===== src/rtl/ifu_fetch.sv =====
// Instruction fetch unit: owns the PC, fetches 32-bit instructions from a 64-bit
// memory with one request in flight, and hands them to decode over valid/ready.
module ifu_fetch #(
  parameter logic [31:0] RESET_PC = 32'h8000_0000
) (
  input  logic        clk,
  input  logic        rstn,
  output logic        imem_req,
  output logic [31:0] imem_addr,
  input  logic        imem_gnt,
  input  logic        imem_rvalid,
  input  logic [63:0] imem_rdata,
  input  logic        redirect_valid,
  input  logic [31:0] redirect_pc,
  output logic        inst_valid,
  input  logic        inst_ready,
  output logic [31:0] inst,
  output logic [31:0] inst_pc,
  output logic        inst_fault
);

  typedef enum logic [1:0] {
    S_IDLE = 2'd0,
    S_REQ  = 2'd1,
    S_WAIT = 2'd2,
    S_HOLD = 2'd3
  } state_t;

  state_t      state_reg, state_next;
  logic [31:0] pc_reg, pc_next;
  logic [31:0] inst_reg, inst_next;
  logic [31:0] inst_pc_reg, inst_pc_next;
  logic        fault_reg, fault_next;
  logic        discard_reg, discard_next;
  logic        launch;

  always_ff @(posedge clk or negedge rstn) begin
    if (!rstn) begin
      state_reg   <= S_IDLE;
      pc_reg      <= RESET_PC;
      inst_reg    <= 32'h0;
      inst_pc_reg <= RESET_PC;
      fault_reg   <= 1'b0;
      discard_reg <= 1'b0;
    end else begin
      state_reg   <= state_next;
      pc_reg      <= pc_next;
      inst_reg    <= inst_next;
      inst_pc_reg <= inst_pc_next;
      fault_reg   <= fault_next;
      discard_reg <= discard_next;
    end
  end

  // 'launch' means "start fetching pc_next": a request if aligned, otherwise a
  // faulting instruction presented directly without touching memory.
  always_comb begin
    state_next   = state_reg;
    pc_next      = pc_reg;
    inst_next    = inst_reg;
    inst_pc_next = inst_pc_reg;
    fault_next   = fault_reg;
    discard_next = discard_reg;
    launch       = 1'b0;

    if (redirect_valid) begin
      pc_next = redirect_pc;
      case (state_reg)
        S_IDLE, S_HOLD: launch = 1'b1;
        S_REQ: begin
          if (imem_gnt) begin
            discard_next = 1'b1;
            state_next   = S_WAIT;
          end else begin
            launch = 1'b1;
          end
        end
        S_WAIT: begin
          // A response arriving now is the stale one; otherwise drop the next.
          if (imem_rvalid) begin
            discard_next = 1'b0;
            launch       = 1'b1;
          end else begin
            discard_next = 1'b1;
          end
        end
        default: launch = 1'b1;
      endcase
    end else begin
      case (state_reg)
        S_IDLE: launch = 1'b1;
        S_REQ: begin
          if (imem_gnt) state_next = S_WAIT;
        end
        S_WAIT: begin
          if (imem_rvalid) begin
            if (discard_reg) begin
              discard_next = 1'b0;
              launch       = 1'b1;
            end else begin
              inst_next    = pc_reg[2] ? imem_rdata[63:32] : imem_rdata[31:0];
              inst_pc_next = pc_reg;
              fault_next   = 1'b0;
              state_next   = S_HOLD;
            end
          end
        end
        S_HOLD: begin
          if (inst_ready) begin
            pc_next = pc_reg + 32'd4;
            launch  = 1'b1;
          end
        end
        default: launch = 1'b1;
      endcase
    end

    if (launch) begin
      if (pc_next[1:0] != 2'b00) begin
        state_next   = S_HOLD;
        inst_next    = 32'h0;
        inst_pc_next = pc_next;
        fault_next   = 1'b1;
      end else begin
        state_next = S_REQ;
      end
    end
  end

  assign imem_req   = (state_reg == S_REQ);
  assign imem_addr  = {pc_reg[31:3], 3'b000};
  assign inst_valid = (state_reg == S_HOLD) && !redirect_valid;
  assign inst       = inst_reg;
  assign inst_pc    = inst_pc_reg;
  assign inst_fault = fault_reg;

endmodule


===== config.mk =====
export PLATFORM = sky130hd
export DESIGN_NAME = ifu_fetch
export DESIGN_NICKNAME = d
export VERILOG_FILES = /design/src/rtl/ifu_fetch.sv
export SDC_FILE = /design/constraint.sdc
export NUM_CORES = 1
export LEC_CHECK = 0
export BUFFER_PORTS_ARGS = -buffer_cell sky130_fd_sc_hd__buf_2
export CAP_MARGIN = 20
export CORE_MARGIN = 10
export CORE_UTILIZATION = 40
export DETAILED_ROUTE_END_ITERATION = 10
export GPL_TIMING_DRIVEN = 0
export PLACE_DENSITY = 0.67
export SYNTH_ARGS = -nofsm -noshare
export SYNTH_HDL_FRONTEND = slang
export SYNTH_SLANG_ARGS = --single-unit
export TNS_END_PERCENT = 1

===== constraint.sdc =====
create_clock -name clk -period 2.75 [get_ports clk]
set_input_delay 0.55 -clock clk [delete_from_list [all_inputs] [get_ports clk]]
set_output_delay 0.55 -clock clk [all_outputs]
set_load 0.01 [all_outputs]

==> impl_summary.txt, run 1 <==
----------------------------------------------------
[Clocking]
  Clock transition at the registers of the reported paths ... roughly 0.060 ns
  TritonCTS clock tree ... yes
  Bufs on Longest Clock Path ... 2
  Number of clock sinks ... 100
  CTS Buf Count ... 9
  CTS root buffer ... clkbuf_16
  H-tree Lvls ... 3
  Hold buffer count at CTS ... 0
  Clock latency on the worst-skew pair ... 0.35 ns

[Synthesis]
  Number of flip-flops and latches in the synthesized netlist ... 100
  Average instance area after synthesis ... 10.2 sq um
  Most frequently used flop master after synthesis ... dfrtp_1
  Share of async-settable or async-resettable flops after synthesis ... 100%
  Yosys warning total ... 0
  Sequential element share of the synthesized area ... between 40% and 50%
  Distinct cell type count after synthesis ... slightly below 50
  Largest area contributor in the netlist ... dfrtp_1
  EDFF count, synth ... 0
  Gate Count Post-Synth ... 547
  Netlist area before placement ... 5590 sq um
  Share of the synthesized area in the top cell type ... between 40% and 50%
  Library cell with the highest instance count after synthesis ... dfrtp_1
  Biggest area contributors in the synthesized netlist ... dfrtp_1 44%, mux2i_1 11%, a211oi_1 4.8%
  Most frequent cells after synthesis ... 98 x dfrtp_1, 62 x mux2i_1, 52 x nor2_1

[Timing]
  RSZ-0062 raised after global routing ... false
  Layout Skew ... approximately 0.0064 ns
  Crit share post-route ... between 90% and 100%
  Final setup viols ... 0
  Maximum operating frequency ... 403 MHz
  Slew at the pin with the worst max-slew slack ... 1.11 ns
  Post-layout minimum cycle time ... 2.48 ns
  Normalized max-slew margin ... 25.6%
  Count of endpoints failing hold in the final timing report ... 0
  Max Slew Vio Count ... 0

[Critical path]
  Startpoint of the lowest-slack register-to-register path ... state_reg[0]$_DFFE_PN0P_
  Endpoint arrival time on the critical path ... 2.72 ns
  Count of cells along the worst register-to-register path ... 9
  FF-to-FF setup slack ... 0.27 ns
  Endpoint kind of the worst setup timing path ... register
  Worst reg2reg path endpoint ... inst_pc[5]$_DFF_PN0_
  Max Fanout on Critical Path ... 10
  Critical path required time ... about 3 ns
  Critical Path Source Type ... register
  Start-to-end type of the worst setup path ... register to register

[Floorplan]
  Boundary Pins ... 201
  Placeable core region ... about 14,000 sq um
  Height of the die ... about 140 microns
  Starting Density ... just over 40%
  Die Span X ... about 140 microns
  Overall die area ... 19,100 sq um
  Placement Rows ... 43

[Global routing]
  Wire length of the first global-routing pass ... ~29,000 microns
  Initial antenna violation count ... 1
  Leftover overflow at the end of global routing ... 0
  Total GRT Usage ... 18.4%
  Maximum number of pins on one net before global-route repair ... between 60 and 70
  Number of global-route vias before repair ... 5,424

[Place]
  Half-perimeter wire length after detailed placement ... ~14,000 microns
  Routability congestion estimate ... 0.845
  Cells after DPL ... around 930
  Count of port buffers added during placement ... 197

[Detailed routing]
  Drt first pass iters ... 4
  Average wire per standard cell ... ~19 microns
  Detailed-route vias per instance ... 5.22
  Detail Route Antenna Nets ... 0
  Met3 WL ... 1780 microns
  Total via count after detailed routing ... between 4k and 5k
  Routed wl met2 ... between 8000 and 9000 microns
  Initial drt markers ... about 350
  Met1 WL ... 7380 microns
  Max Used Layer ... met4
  Total Wirelength ... between 15,000 and 20,000 microns
  # DRC ... 0

[Final layout]
  Fillers ... 1,314
  Layout overhead on the synthesized area ... 27.4%
  Count of placed standard cells in the final layout, fillers left out ... about 940
  NumNets Final ... ~860
  Util after Layout ... 51.7%
  Share of post-route cells with drive strength above 1 ... 38.9%

[Power and ir drop]
  Leakage Power ... 3.37 nW
  Largest vdd supply drop ... 0.328 mV
  Power density cells ... 751 nW/um^2

[Min path]
  Hold Path Class ... input port to asynchronous set/reset pin

[Outcome]
  Run status ... finished clean

[Flow run]
  Max Cap Viol ... 0

----------------------------------------------------
final cells by class:
class	count	area [sq um]	share of cell area [%]
Inverter	11	41.3	0.579
Clock buffer	14	254	3.56
Tap cell	180	225	3.16
Clock inverter	2	10.0	0.140
Sequential cell	100	2500	35.2
Timing Repair Buffer	198	1020	14.3
Antenna cell	1	2.50	0.0351
Buffer	67	394	5.53
Multi-Input combinational cell	371	2680	37.6
through the flow:
| stage | hold WS [ns] | TNS, ns | power (mW) | setup WS [ns] | instance area (sq um) |
|---|---|---|---|---|---|
| after CTS | 0.187 | 0 | 5.41 | 0.102 | 7120 |
| final | 0.179 | 0 | 5.35 | 0.269 | 7130 |
| after global placement | 0.530 | -0.0616 | 4.12 | -0.0434 | 6810 |
| after detailed placement | 0.545 | -0.167 | 4.20 | -0.0967 | 6840 |
| after floorplan | 0.254 | 0 | 3.37 | 0.670 | 5600 |
| after global routing | 0.206 | 0 | 5.72 | 0.0494 | 7120 |
cells by family after synthesis:
family	after synthesis	synth area share, %
buf+inv	78	7.72
other cells	1	0.0670
simple gates	157	14.5
xor+xnor	29	4.54
flops	100	44.8
fa+ha+maj	4	0.895
compound gates	101	13.4
mux	77	14.1
layer usage:
layer / global-route usage (%) / up-vias
met5: 0 / -
met4: 6.38 / 0
met3: 7.33 / 17
met2: 29.8 / 211
met1: 21.7 / 2356
li1: - / 2344
timing repair:
item / CTS / global route
buffers inserted: 0 / 0
cloned: 0 / 0
gates resized for setup: 1 / 6
endpoints found under the setup margin: 4 / 12
worst max-delay path, cell delays in order, from the launching register on:
cell and delay (ns):
dfrtp_1 0.43, inv_1 0.08, ha_1 0.22, nor4bb_1 0.23, clkbuf_1 0.24, buf_2 0.34
buf_2 0.38, mux2i_1 0.24, nor2_1 0.06, a21o_1 0.15
layout by cell type, fill, tap and decap left out, drive strengths merged, types with 2 or more instances in the layout:
cell,synthesis,layout
a21o,9,9
dfrtp,98,98
nor3,5,5
inv,11,11
o221a,12,12
a211o,2,2
conb,1,3
xor2,11,11
a211oi,36,36
a221oi,4,4
nor2b,6,6
and2,2,2
dfstp,2,2
a21oi,13,13
o22ai,3,3
nor4,7,7
and4,6,6
clkinv,0,2
nand3,15,15
xnor2,18,18
mux2,15,15
ha,4,4
buf,47,244
nand2,46,46
clkbuf,20,35
nor2,52,52
o21ai,17,17
mux2i,62,62
nand4,11,11
power by group:
| part | internal, mW | leakage (nW) | switching, mW |
|---|---|---|---|
| clock | 0.638 | 0.131 | 0.542 |
| sequential | 1.79 | 1.23 | 0.242 |
| combinational | 0.947 | 2.01 | 1.19 |
worst max-delay path by stage:
stage / end / start / cells after the start / slack [ns]
floorplan: inst_pc[30]$_DFF_PN0_ / state_reg[0]$_DFFE_PN0P_ / 8 / 0.67
global placement: inst_pc[30]$_DFF_PN0_ / state_reg[0]$_DFFE_PN0P_ / 8 / -0.04
detailed placement: inst_pc[28]$_DFF_PN0_ / state_reg[0]$_DFFE_PN0P_ / 8 / -0.1
CTS: inst_pc[28]$_DFF_PN0_ / state_reg[0]$_DFFE_PN0P_ / 8 / 0.10
global route: inst[25]$_DFF_PN0_ / state_reg[0]$_DFFE_PN0P_ / 8 / 0.05
finish: inst_pc[5]$_DFF_PN0_ / state_reg[0]$_DFFE_PN0P_ / 9 / 0.27
Note: power is estimated with default switching activity, not from simulation.
==> inputs of run 2 (changes only) <==
==> constraint.sdc (replaced) <==
create_clock -name clk -period 2.75 [get_ports clk]
set_input_delay 0.1375 -clock clk [delete_from_list [all_inputs] [get_ports clk]]
set_output_delay 0.1375 -clock clk [all_outputs]
set_load 0.01 [all_outputs]
==> impl_summary.txt, run 2 (same netlist as run 1, synthesis figures left out) <==
----------------------------------------------------
[Clocking]
  Buffer count from post-CTS setup fixing ... 0 (unchanged)
  CTS Buf Count ... 9 (unchanged)
  Clock latency on the worst-skew pair ... 0.35 ns (about the same)
  H-tree Lvls ... 3 (unchanged)
  CTS root buffer ... clkbuf_16
  Number of clock sinks ... 100 (unchanged)
  TritonCTS clock tree ... yes
  Bufs on Longest Clock Path ... 2 (unchanged)
  Clock transition at the registers of the reported paths ... 0.06 ns (about the same)

[Final layout]
  NumNets Final ... 865 (+0.12%)
  Most frequent cells in the layout ... 205 x buf_2, 98 x dfrtp_1, 62 x mux2i_1
  Fillers ... 1,313 (-0.076%)
  Layout overhead on the synthesized area ... 27.6%
  Post-route design area ... 7140 sq um (+0.14%)
  Util after Layout ... 51.8% (+0.073 points)
  Share of post-route cells with drive strength above 1 ... 38.9% (-0.051 points)
  Count of placed standard cells in the final layout, fillers left out ... 945 (+0.11%)
  Most common cell after layout, fill and taps aside ... buf_2

[Timing]
  RSZ-0062 raised after global routing ... false
  Crit share post-route ... 90.7% (+0.45 points)
  Layout Skew ... 0.00411 ns (-0.00231 ns)
  Normalized max-slew margin ... 24.0% (-1.6 points)
  Count of endpoints failing hold in the final timing report ... 0 (unchanged)
  Post-layout minimum cycle time ... 2.49 ns (+0.0124 ns)
  Slew at the pin with the worst max-slew slack ... 1.13 ns (+0.0239 ns)
  Setup slack after layout ... 0.257 ns (-0.0124 ns)
  Maximum operating frequency ... 401 MHz (-0.50%)
  Max Slew Vio Count ... 0 (unchanged)
  Fin Hold WS ... 0.0227 ns (-0.156 ns)
  Final setup viols ... 0 (unchanged)
  Setup TNS Final ... 0 ns (unchanged)

[Min path]
  Hold Path Class ... input port to register
  Worst Hold Launch ... redirect_pc[31]

[Critical path]
  Endpoint kind of the worst setup timing path ... register
  Startpoint of the lowest-slack register-to-register path ... state_reg[0]$_DFFE_PN0P_
  Start-to-end type of the worst setup path ... register to register
  Critical Path Source Type ... register
  Endpoint arrival time on the critical path ... 2.73 ns (about the same)
  Startpoint of the worst setup timing path ... state_reg[0]$_DFFE_PN0P_
  Critical path required time ... 2.99 ns (about the same)
  Max Fanout on Critical Path ... 10 (unchanged)

[Place]
  Half-perimeter wire length after detailed placement ... 13,900 microns (unchanged)
  Cell area reported after detailed placement ... 6840 sq um (unchanged)
  Count of port buffers added during placement ... 197 (unchanged)
  Routability congestion estimate ... 0.845 (unchanged)
  Cells after DPL ... 927 (unchanged)
  Post-Place Worst Slack ... -0.0967 ns (unchanged)

[Global routing]
  Leftover overflow at the end of global routing ... 0 (unchanged)
  Initial antenna violation count ... 1 (unchanged)
  Maximum number of pins on one net before global-route repair ... 63 (unchanged)
  Number of global-route vias before repair ... 5,427 (+0.055%)
  Wire length of the first global-routing pass ... 29,100 microns (about the same)
  Total GRT Usage ... 18.4% (about the same)

[Power and ir drop]
  PnR Total Power ... 5.35 mW (about the same)
  Internal power ... 3.37 mW (about the same)
  Largest vdd supply drop ... 0.328 mV (about the same)
  Proportion of total power due to net switching ... 36.9% (about the same)
  Power density cells ... 750 nW/um^2 (about the same)
  Leakage Power ... 3.37 nW (+0.12%)
  Power share of the sequential group ... 38.0% (about the same)
  Part of the total power dissipated in combinational logic ... 40.0% (about the same)
  Clock network fraction of design power ... 22.0% (about the same)
  Reported net switching power ... 1.98 mW (about the same)

[Floorplan]
  Overall die area ... 19,100 sq um (unchanged)
  Placement Rows ... 43 (unchanged)
  Placeable core region ... 13,800 sq um (unchanged)
  Starting Density ... 40.6% (unchanged)
  Height of the die ... 138 microns (unchanged)
  Die Span X ... 138 microns (unchanged)
  Boundary Pins ... 201 (unchanged)

[Detailed routing]
  Total via count after detailed routing ... 4,935 (+0.14%)
  Initial drt markers ... 330 (-6.3%)
  # DRC ... 0 (unchanged)
  Detailed-route vias per instance ... 5.22 (about the same)
  Drt first pass iters ... 7 (+3)
  Average wire per standard cell ... 18.9 microns (+0.35%)
  Total Wirelength ... 17,900 microns (+0.46%)
  Detail Route Antenna Nets ... 0 (unchanged)

[Flow run]
  Max Cap Viol ... 0 (unchanged)

[Outcome]
  Run status ... finished clean

----------------------------------------------------
-- run 2: path summary, 6_finish.rpt --
check                      cells after the start  slack [ns]              endpoint
setup / recovery                               9        0.26  inst_pc[5]$_DFF_PN0_
hold / removal                                 3        0.02  pc_reg[31]$_DFF_PN1_
setup reg to reg                               9        0.26  inst_pc[5]$_DFF_PN0_
hold reg to reg                                2        0.55  inst_fault$_DFF_PN0_
max in group asynchronous                      3        1.71  pc_reg[31]$_DFF_PN1_
min in group asynchronous                      2        0.31  inst_pc[9]$_DFF_PN0_
-- run 2: metal layers --
metal  GRT usage (%)  up-vias  wire length [microns]
met4            6.38        0                    333
li1                -     2340                      -
met1            21.7     2370                   7390
met5               0        -                      0
met3            7.36       21                   1790
met2            29.8      204                   8350
-- run 2: area by class of cell --
cell class,instances,area [sq um],share of cell area [%]
Sequential cell,100,2500,35.1
Timing Repair Buffer,199,1030,14.4
Inverter,11,41.3,0.579
Buffer,67,394,5.52
Antenna cell,1,2.50,0.0351
Multi-Input combinational cell,371,2680,37.5
Tap cell,180,225,3.16
Clock inverter,2,10.0,0.140
Clock buffer,14,254,3.56
-- run 2: worst max-delay path, stage by stage, from the launching register on --
cell and delay [ns]:
dfrtp_1 0.43, inv_1 0.08, ha_1 0.22, nor4bb_1 0.24
clkbuf_1 0.24, buf_2 0.34, buf_2 0.38, mux2i_1 0.24
nor2_1 0.06, a21o_1 0.15
-- run 2: power by group through the flow --
stage | Clock (mW) | Sequential [mW] | Combinational (mW)
after floorplan | 0 | 2.12 | 1.24
after global placement | 0 | 2.03 | 2.09
after detailed placement | 0 | 2.05 | 2.15
after CTS | 1.21 | 2.03 | 2.17
after global routing | 1.26 | 2.07 | 2.38
final | 1.18 | 2.03 | 2.14
-- run 2: repair_timing --
action | CTS | global route
hold endpoints to repair | 38 | 0
endpoints found under the setup margin | 4 | 12
resized for setup | 1 | 6
hold buffers | 1 | 0
